File: src/rtl/mem_stage_ctrl_pkg.sv
// rtl/mem_stage_ctrl_pkg.sv - shared types and helpers for the memory-stage controller
//
// Contents:
//   state_t      controller FSM states (3-bit encoding)
//   align_mask   low-address bits that must be zero for a DATA_W access
//   sat_inc      saturating increment for counters up to 64 bits wide
package mem_stage_pkg;

  typedef enum logic [2:0] {
    S_IDLE   = 3'd0,
    S_ISSUE  = 3'd1,
    S_WAIT   = 3'd2,
    S_RESP   = 3'd3,
    S_DUMP   = 3'd4,
    S_HALTED = 3'd5,
    S_ERROR  = 3'd6
  } state_t;

  // One byte lane per 8 data bits; an access is aligned when the byte
  // offset within the word is zero. DATA_W=8 yields a zero mask.
  function automatic int unsigned align_mask(input int unsigned data_w);
    return (data_w / 8) - 1;
  endfunction

  // Counters narrower than 64 bits are zero-extended by the caller;
  // the all-ones value of the real width is the saturation point.
  function automatic logic [63:0] sat_inc(input logic [63:0] value, input int width);
    logic [63:0] max_val;
    max_val = (width >= 64) ? {64{1'b1}} : ((64'd1 << width) - 64'd1);
    return (value == max_val) ? value : value + 64'd1;
  endfunction

endpackage

File: src/rtl/mem_stage_ctrl_if.sv
// rtl/mem_stage_ctrl_if.sv - bus between the memory-stage controller and mem_system
//
// Signals:
//   mem_addr, mem_wdata          latched address / store data (controller -> memory)
//   mem_rd, mem_wr               one-cycle access strobes
//   mem_createdump               one-cycle dump strobe
//   mem_dataout                  read data (memory -> controller)
//   mem_done, mem_hit            completion and hit flag (hit valid with done)
//   mem_stall                    memory busy, informational
// Modports: master = controller side, slave = mem_system side.
interface mem_stage_ctrl_if #(
  parameter int DATA_W = 16,
  parameter int ADDR_W = 16
);
  logic [ADDR_W-1:0] mem_addr;
  logic [DATA_W-1:0] mem_wdata;
  logic              mem_rd;
  logic              mem_wr;
  logic              mem_createdump;
  logic [DATA_W-1:0] mem_dataout;
  logic              mem_done;
  logic              mem_stall;
  logic              mem_hit;

  modport master (
    output mem_addr, mem_wdata, mem_rd, mem_wr, mem_createdump,
    input  mem_dataout, mem_done, mem_stall, mem_hit
  );

  modport slave (
    input  mem_addr, mem_wdata, mem_rd, mem_wr, mem_createdump,
    output mem_dataout, mem_done, mem_stall, mem_hit
  );
endinterface

File: src/rtl/mem_stage_ctrl_sat_counter.sv
// rtl/mem_stage_ctrl_sat_counter.sv - saturating event counter
//
// Ports:
//   clk   in   clock
//   rst   in   asynchronous active-low clear
//   inc   in   count one event this cycle
//   cnt   out  CNT_W-bit count, holds at all-ones
module sat_counter
  import mem_stage_pkg::*;
#(
  parameter int CNT_W = 16
) (
  input  logic             clk,
  input  logic             rst,
  input  logic             inc,
  output logic [CNT_W-1:0] cnt
);

  always_ff @(posedge clk or negedge rst) begin
    if (!rst) begin
      cnt <= '0;
    end else if (inc) begin
      cnt <= CNT_W'(sat_inc(64'(cnt), CNT_W));
    end
  end

endmodule

File: src/rtl/mem_stage_ctrl.sv
// rtl/mem_stage_ctrl.sv - MEM-stage controller in front of a multi-cycle mem_system
//
// Ports:
//   clk, rst                 clock, asynchronous active-low reset
//   req_rd, req_wr           load / store request (both high = store)
//   req_addr, req_wdata      byte address and store data
//   halt                     request a createdump, then stop for good
//   rdata                    registered load data
//   done, stall              access complete / pipeline must freeze
//   err                      sticky misalignment or timeout error
//   mem                      mem_stage_ctrl_if master port to mem_system
//   acc_cnt, hit_cnt         saturating completed-access / hit counters
module mem_stage_ctrl
  import mem_stage_pkg::*;
#(
  parameter int DATA_W  = 16,
  parameter int ADDR_W  = 16,
  parameter int TIMEOUT = 63,
  parameter int CNT_W   = 16
) (
  input  logic              clk,
  input  logic              rst,
  input  logic              req_rd,
  input  logic              req_wr,
  input  logic [ADDR_W-1:0] req_addr,
  input  logic [DATA_W-1:0] req_wdata,
  input  logic              halt,
  output logic [DATA_W-1:0] rdata,
  output logic              done,
  output logic              stall,
  output logic              err,
  mem_stage_ctrl_if.master  mem,
  output logic [CNT_W-1:0]  acc_cnt,
  output logic [CNT_W-1:0]  hit_cnt
);

  localparam int TCW = $clog2(TIMEOUT + 1);
  localparam logic [ADDR_W-1:0] ALIGN_MASK = ADDR_W'(align_mask(DATA_W));

  state_t            state, state_nxt;
  logic [ADDR_W-1:0] addr_q;
  logic [DATA_W-1:0] wdata_q;
  logic              is_wr_q;
  logic [DATA_W-1:0] rdata_q;
  logic              err_q;
  logic [TCW-1:0]    tcnt, tcnt_d, tcnt_inc;

  logic req_any, misaligned;
  logic accept, capture, set_err;
  logic rd_stb, wr_stb, dump_stb;

  // mem_stall only mirrors mem_system's internal busy state; the
  // controller relies solely on mem_done.
  logic unused_mem_stall;
  assign unused_mem_stall = mem.mem_stall;

  assign req_any    = req_rd | req_wr;
  assign misaligned = |(req_addr & ALIGN_MASK);
  assign tcnt_inc   = tcnt + TCW'(1);

  always_ff @(posedge clk or negedge rst) begin
    if (!rst) begin
      state   <= S_IDLE;
      addr_q  <= '0;
      wdata_q <= '0;
      is_wr_q <= 1'b0;
      rdata_q <= '0;
      err_q   <= 1'b0;
      tcnt    <= '0;
    end else begin
      state <= state_nxt;
      tcnt  <= tcnt_d;
      if (accept) begin
        addr_q  <= req_addr;
        wdata_q <= req_wdata;
        is_wr_q <= req_wr;   // rd+wr together is treated as a store
      end
      if (capture && !is_wr_q) begin
        rdata_q <= mem.mem_dataout;
      end
      if (set_err) begin
        err_q <= 1'b1;
      end
    end
  end

  always_comb begin
    state_nxt = state;
    tcnt_d    = tcnt;
    accept    = 1'b0;
    capture   = 1'b0;
    set_err   = 1'b0;
    done      = 1'b0;
    stall     = 1'b0;
    rd_stb    = 1'b0;
    wr_stb    = 1'b0;
    dump_stb  = 1'b0;

    case (state)
      S_IDLE: begin
        done  = ~req_any;
        stall = req_any;
        if (halt) begin
          state_nxt = S_DUMP;
        end else if (req_any) begin
          if (misaligned) begin
            set_err   = 1'b1;
            state_nxt = S_ERROR;
          end else begin
            accept    = 1'b1;
            state_nxt = S_ISSUE;
          end
        end
      end

      S_ISSUE: begin
        stall  = 1'b1;
        rd_stb = ~is_wr_q;
        wr_stb = is_wr_q;
        tcnt_d = '0;
        if (mem.mem_done) begin
          capture   = 1'b1;
          state_nxt = S_RESP;
        end else begin
          state_nxt = S_WAIT;
        end
      end

      S_WAIT: begin
        stall = 1'b1;
        if (mem.mem_done) begin
          capture   = 1'b1;
          state_nxt = S_RESP;
        end else if (tcnt_inc == TCW'(TIMEOUT)) begin
          // this WAIT cycle is the TIMEOUT-th without completion
          set_err   = 1'b1;
          state_nxt = S_ERROR;
        end else begin
          tcnt_d = tcnt_inc;
        end
      end

      S_RESP: begin
        done      = 1'b1;
        state_nxt = S_IDLE;
      end

      S_DUMP: begin
        stall     = 1'b1;
        dump_stb  = 1'b1;
        state_nxt = S_HALTED;
      end

      S_HALTED: begin
        done = 1'b1;
      end

      S_ERROR: begin
        done = 1'b1;
      end

      default: begin
        state_nxt = S_IDLE;
      end
    endcase
  end

  assign rdata              = rdata_q;
  assign err                = err_q;
  assign mem.mem_addr       = addr_q;
  assign mem.mem_wdata      = wdata_q;
  assign mem.mem_rd         = rd_stb;
  assign mem.mem_wr         = wr_stb;
  assign mem.mem_createdump = dump_stb;

  sat_counter #(.CNT_W(CNT_W)) u_acc_cnt (
    .clk (clk),
    .rst (rst),
    .inc (capture),
    .cnt (acc_cnt)
  );

  sat_counter #(.CNT_W(CNT_W)) u_hit_cnt (
    .clk (clk),
    .rst (rst),
    .inc (capture & mem.mem_hit),
    .cnt (hit_cnt)
  );

endmodule

File: src/flat_wrapper.sv
// flat-port wrapper written by rule: the top's interface ports become plain ports
module mem_stage_ctrl_flat import mem_stage_pkg::*;
#(
  parameter int DATA_W  = 16,
  parameter int ADDR_W  = 16,
  parameter int TIMEOUT = 63,
  parameter int CNT_W   = 16
)
  (clk, rst, req_rd, req_wr, req_addr, req_wdata, halt, rdata, done, stall, err, acc_cnt, hit_cnt, mem_mem_addr, mem_mem_wdata, mem_mem_rd, mem_mem_wr, mem_mem_createdump, mem_mem_dataout, mem_mem_done, mem_mem_stall, mem_mem_hit);
  mem_stage_ctrl_if #(.DATA_W(DATA_W), .ADDR_W(ADDR_W)) mem_i ();
  input  logic clk;
  input  logic rst;
  input  logic req_rd;
  input  logic req_wr;
  input  logic [ADDR_W-1:0] req_addr;
  input  logic [DATA_W-1:0] req_wdata;
  input  logic halt;
  output logic [DATA_W-1:0] rdata;
  output logic done;
  output logic stall;
  output logic err;
  output logic [CNT_W-1:0] acc_cnt;
  output logic [CNT_W-1:0] hit_cnt;
  output wire logic [$bits(mem_i.mem_addr)-1:0] mem_mem_addr;
  output wire logic [$bits(mem_i.mem_wdata)-1:0] mem_mem_wdata;
  output wire logic [$bits(mem_i.mem_rd)-1:0] mem_mem_rd;
  output wire logic [$bits(mem_i.mem_wr)-1:0] mem_mem_wr;
  output wire logic [$bits(mem_i.mem_createdump)-1:0] mem_mem_createdump;
  input wire logic [$bits(mem_i.mem_dataout)-1:0] mem_mem_dataout;
  input wire logic [$bits(mem_i.mem_done)-1:0] mem_mem_done;
  input wire logic [$bits(mem_i.mem_stall)-1:0] mem_mem_stall;
  input wire logic [$bits(mem_i.mem_hit)-1:0] mem_mem_hit;
  assign mem_mem_addr = mem_i.mem_addr;
  assign mem_mem_wdata = mem_i.mem_wdata;
  assign mem_mem_rd = mem_i.mem_rd;
  assign mem_mem_wr = mem_i.mem_wr;
  assign mem_mem_createdump = mem_i.mem_createdump;
  assign mem_i.mem_dataout = mem_mem_dataout;
  assign mem_i.mem_done = mem_mem_done;
  assign mem_i.mem_stall = mem_mem_stall;
  assign mem_i.mem_hit = mem_mem_hit;
  mem_stage_ctrl #(.DATA_W(DATA_W), .ADDR_W(ADDR_W), .TIMEOUT(TIMEOUT), .CNT_W(CNT_W)) u_core (.clk(clk), .rst(rst), .req_rd(req_rd), .req_wr(req_wr), .req_addr(req_addr), .req_wdata(req_wdata), .halt(halt), .rdata(rdata), .done(done), .stall(stall), .err(err), .mem(mem_i), .acc_cnt(acc_cnt), .hit_cnt(hit_cnt));
endmodule
File: config.mk
export PLATFORM = sky130hd
export DESIGN_NAME = mem_stage_ctrl_flat
export DESIGN_NICKNAME = d
export VERILOG_FILES = /design/src/rtl/mem_stage_ctrl_pkg.sv /design/src/rtl/mem_stage_ctrl_if.sv /design/src/rtl/mem_stage_ctrl_sat_counter.sv /design/src/rtl/mem_stage_ctrl.sv /design/src/flat_wrapper.sv
export SDC_FILE = /design/constraint.sdc
export NUM_CORES = 1
export LEC_CHECK = 0
export CAP_MARGIN = 0
export CORE_UTILIZATION = 27
export DETAILED_ROUTE_END_ITERATION = 12
export SYNTH_ARGS = -nofsm -noshare
export SYNTH_HDL_FRONTEND = slang
export SYNTH_SLANG_ARGS = --single-unit
File: constraint.sdc
create_clock -name clk -period 4.1 [get_ports clk]
set_clock_uncertainty 0.05 [all_clocks]
set_input_delay 0.82 -clock clk [delete_from_list [all_inputs] [get_ports clk]]
set_output_delay 0.82 -clock clk [all_outputs]
set_load 0.01 [all_outputs]
==> Implementation_results.wiki <==
{| class="wikitable"
! Metric !! Value
|-
| Worst VDD drop || 0.167 mV
|-
| Top cell type by total area after synthesis || dfrtp_1
|-
| Number of buffers created by CTS || 9
|-
| Number of nets in the synthesized netlist || 413
|-
| Wirelength, routed || 10200 microns
|-
| Required time worst endpoint || 3.23 ns
|-
| Detailed Route Iter0 Violations || 149
|-
| Maximum number of pins on one net before global-route repair || 82
|-
| Minimum period implied by the final worst setup slack || 3.59 ns
|-
| Pwr per Cell Area || 292 mW/mm^2
|-
| Number of cell instances on the worst register-to-register path || 4
|-
| Primary flip-flop cell chosen by synthesis mapping || dfrtp_1
|-
| Final hold violations || 0
|-
| Synth Area per Inst || 12.4 sq um
|-
| Highest clock frequency the design can meet || 279 MHz
|-
| Hpwl dp || 7250 microns
|-
| Unrepaired setup endpoints after global routing || false
|-
| Clock tree from TritonCTS || built
|-
| Final critical-path share of the clock period || 0.875
|-
| Number of buffers inserted by hold repair at cts || 0
|-
| Share of the synthesized area in the top cell type || 0.522
|-
| Pins Over Slew Limit || 0
|-
| Static leakage power || 2.77 nW
|-
| Fraction of layout instances using a drive strength above 1 || 0.110
|-
| Final nets || 556
|-
| Total GRT Usage || 0.126
|-
| Number of max-cap violations || 0
|-
| Average wire length per cell after detail routing || 14.2 microns
|-
| Number of diodes added for antenna fixing || 0
|-
| Util after Layout || 0.394
|-
| Count of H-tree levels built during CTS || 3
|-
| Worst hold path stage count || 1
|-
| Wire length of the first global-routing pass || 16500 microns
|-
| Capturing element type of the critical path || output pin
|-
| Number of distinct library cells after synthesis || 61
|-
| Most frequent cells in the layout || clkdlybuf4s50_1, dfrtp_1, mux2_1
|-
| Total overflow reported by the global router || 0
|-
| CTS resizes || 0
|-
| Die Footprint || 0.0167 sq mm
|-
| Vias/cell || 4.58
|-
| Tightest Pin Transition || 1.06 ns
|-
| Routed vias || 3272
|-
| Fraction of registers with async set or reset after synthesis || 1.00
|-
| Root Buffer || clkbuf_16
|-
| Synth area leaders || dfrtp_1, mux2_1, mux2_2
|-
| Slew Limit Headroom || 0.295
|-
| Reg clk slew, reported paths || 0.06 ns
|-
| DIE WIDTH || 129 microns
|-
| Min-delay worst type || register to register
|-
| Input/output buffers || 140
|-
| Data arrival time of the critical path || 2.72 ns
|-
| Post-Place Setup Slack || 0.492 ns
|-
| Setup ws final || 0.513 ns
|-
| Cell count after synthesis || 352
|-
| Critical path peak fanout || 5
|-
| # setup viols final || 0
|-
| Path type of the worst setup path || input pin to output pin
|-
| Critical Path Source Type || input pin
|-
| Synth-to-Final Area Change || 42.9%
|-
| Clock latency on the worst-skew pair || 0.33 ns
|-
| Number of synthesized register bits || 91
|-
| Via count of the first global-routing pass || 3294
|-
| Post-route DRC || 0
|-
| Post-route antenna net violation count || 0
|-
| Count of buffers added by post-CTS timing repair for setup || 0
|-
| Boundary Pins || 142
|-
| Pre-antenna DRT Iters || 4
|-
| Most frequent standard cell in the layout excluding fill and tap cells || clkdlybuf4s50_1
|-
| Run status || finished, final reports clean
|-
| Starting density of the core || 0.276
|-
| Cell area after synthesis || 0.00437 sq mm
|-
| Number of antenna violations at the first check in global routing || 0
|-
| Die span in y || 129 microns
|-
| Sequential cell area fraction in the yosys report || 0.522
|-
| Routability Congestion || 0.802
|-
| Number of synthesized flops with an enable pin || 0
|-
| Final TNS setup || 0 ns
|-
| Clk sink count || 91
|-
| Synthesis warning total || 0
|-
| Placeable core area || 0.0158 sq mm
|-
| Number of placement rows || 46
|-
| Buffer levels on the longest clock path || 2
|}
-- Yosys cell counts (all sizes together) (7+ instances only) --
library cell   n
dfrtp         91
buf            7
mux2          54
nor3          17
nor4          10
xnor2          7
xor2          22
a21oi          8
nand4          7
nand3         18
nor2          10
o21ai          8
inv           12
nand2         17
-- sequential cells by signal, summed over array words and instances (netlist names) --
register	cells
u_core.u_hit_cnt.cnt	16
u_core.rdata	16
u_core.tcnt	6
u_core.err	1
u_core.is_wr_q	1
u_core.mem.mem_wdata	16
u_core.state	3
u_core.mem.mem_addr	16
u_core.u_acc_cnt.cnt	16
-- where the power goes --
| group | leakage [nW] | switching [W] | internal, W |
|---|---|---|---|
| registers | 1.21 | 0.00000706 | 0.000910 |
| clock network | 0.136 | 0.000324 | 0.000468 |
| logic | 1.42 | 0.0000408 | 0.0000706 |
-- per-layer routing --
layer,GRT usage,share of wire,vias to the layer above
met5,0,0,-
met3,0.0343,0.050,10
met4,0.0408,0.015,0
met1,0.165,0.45,1598
met2,0.200,0.49,102
li1,-,-,1562
-- final cells by class --
cell class / count / area (sq um)
fill: 1497 / 9590
sequential: 91 / 2280
multi-input combinational: 239 / 1960
timing repair buffer: 142 / 1410
tap: 216 / 270
clock buffer: 12 / 236
inverter: 12 / 45.0
clock inverter: 3 / 40.0
-- worst paths after layout --
| kind | from | slack, ns | endpoint |
|---|---|---|---|
| hold reg to reg | u_core.mem.mem_wdata[7] | 0.43 | u_core.mem.mem_wdata[7] |
| max in group asynchronous | rst | 2.62 | u_core.u_acc_cnt.cnt[14] |
| setup / recovery | req_wr | 0.51 | done |
| hold / removal | u_core.mem.mem_wdata[7] | 0.43 | u_core.mem.mem_wdata[7] |
| setup reg to reg | u_core.state[0] | 1.75 | u_core.rdata[1] |
| min in group asynchronous | rst | 0.61 | u_core.mem.mem_wdata[6] |
-- through the flow --
stage	total power (W)	hold slack [ns]	cells	instance area [sq um]
after floorplan	0.000948	0.461	352	4370
after global placement	0.00105	0.412	700	5960
after detailed placement	0.00105	0.412	700	5960
after CTS	0.00186	0.436	715	6240
after global routing	0.00192	0.453	715	6240
final	0.00182	0.431	715	6240
-- logic make-up after synthesis --
kind of cell / Yosys count / share of synthesized area
AO/OA/AOI/OAI: 42 / 0.0717
XOR/XNOR: 29 / 0.0625
adder cells (fa/ha/maj): 5 / 0.0161
buffers and inverters: 22 / 0.0304
flip-flops: 91 / 0.522
multiplexers: 54 / 0.139
AND/OR/NAND/NOR: 109 / 0.158
-- worst max-delay path, cell delays in order --
cell,delay [ns]
clkdlybuf4s50_1,0.48
or4_1,0.51
a21oi_1,0.18
o21a_1,0.14
clkdlybuf4s50_1,0.57
No activity file was read; power rests on OpenSTA's default activity.
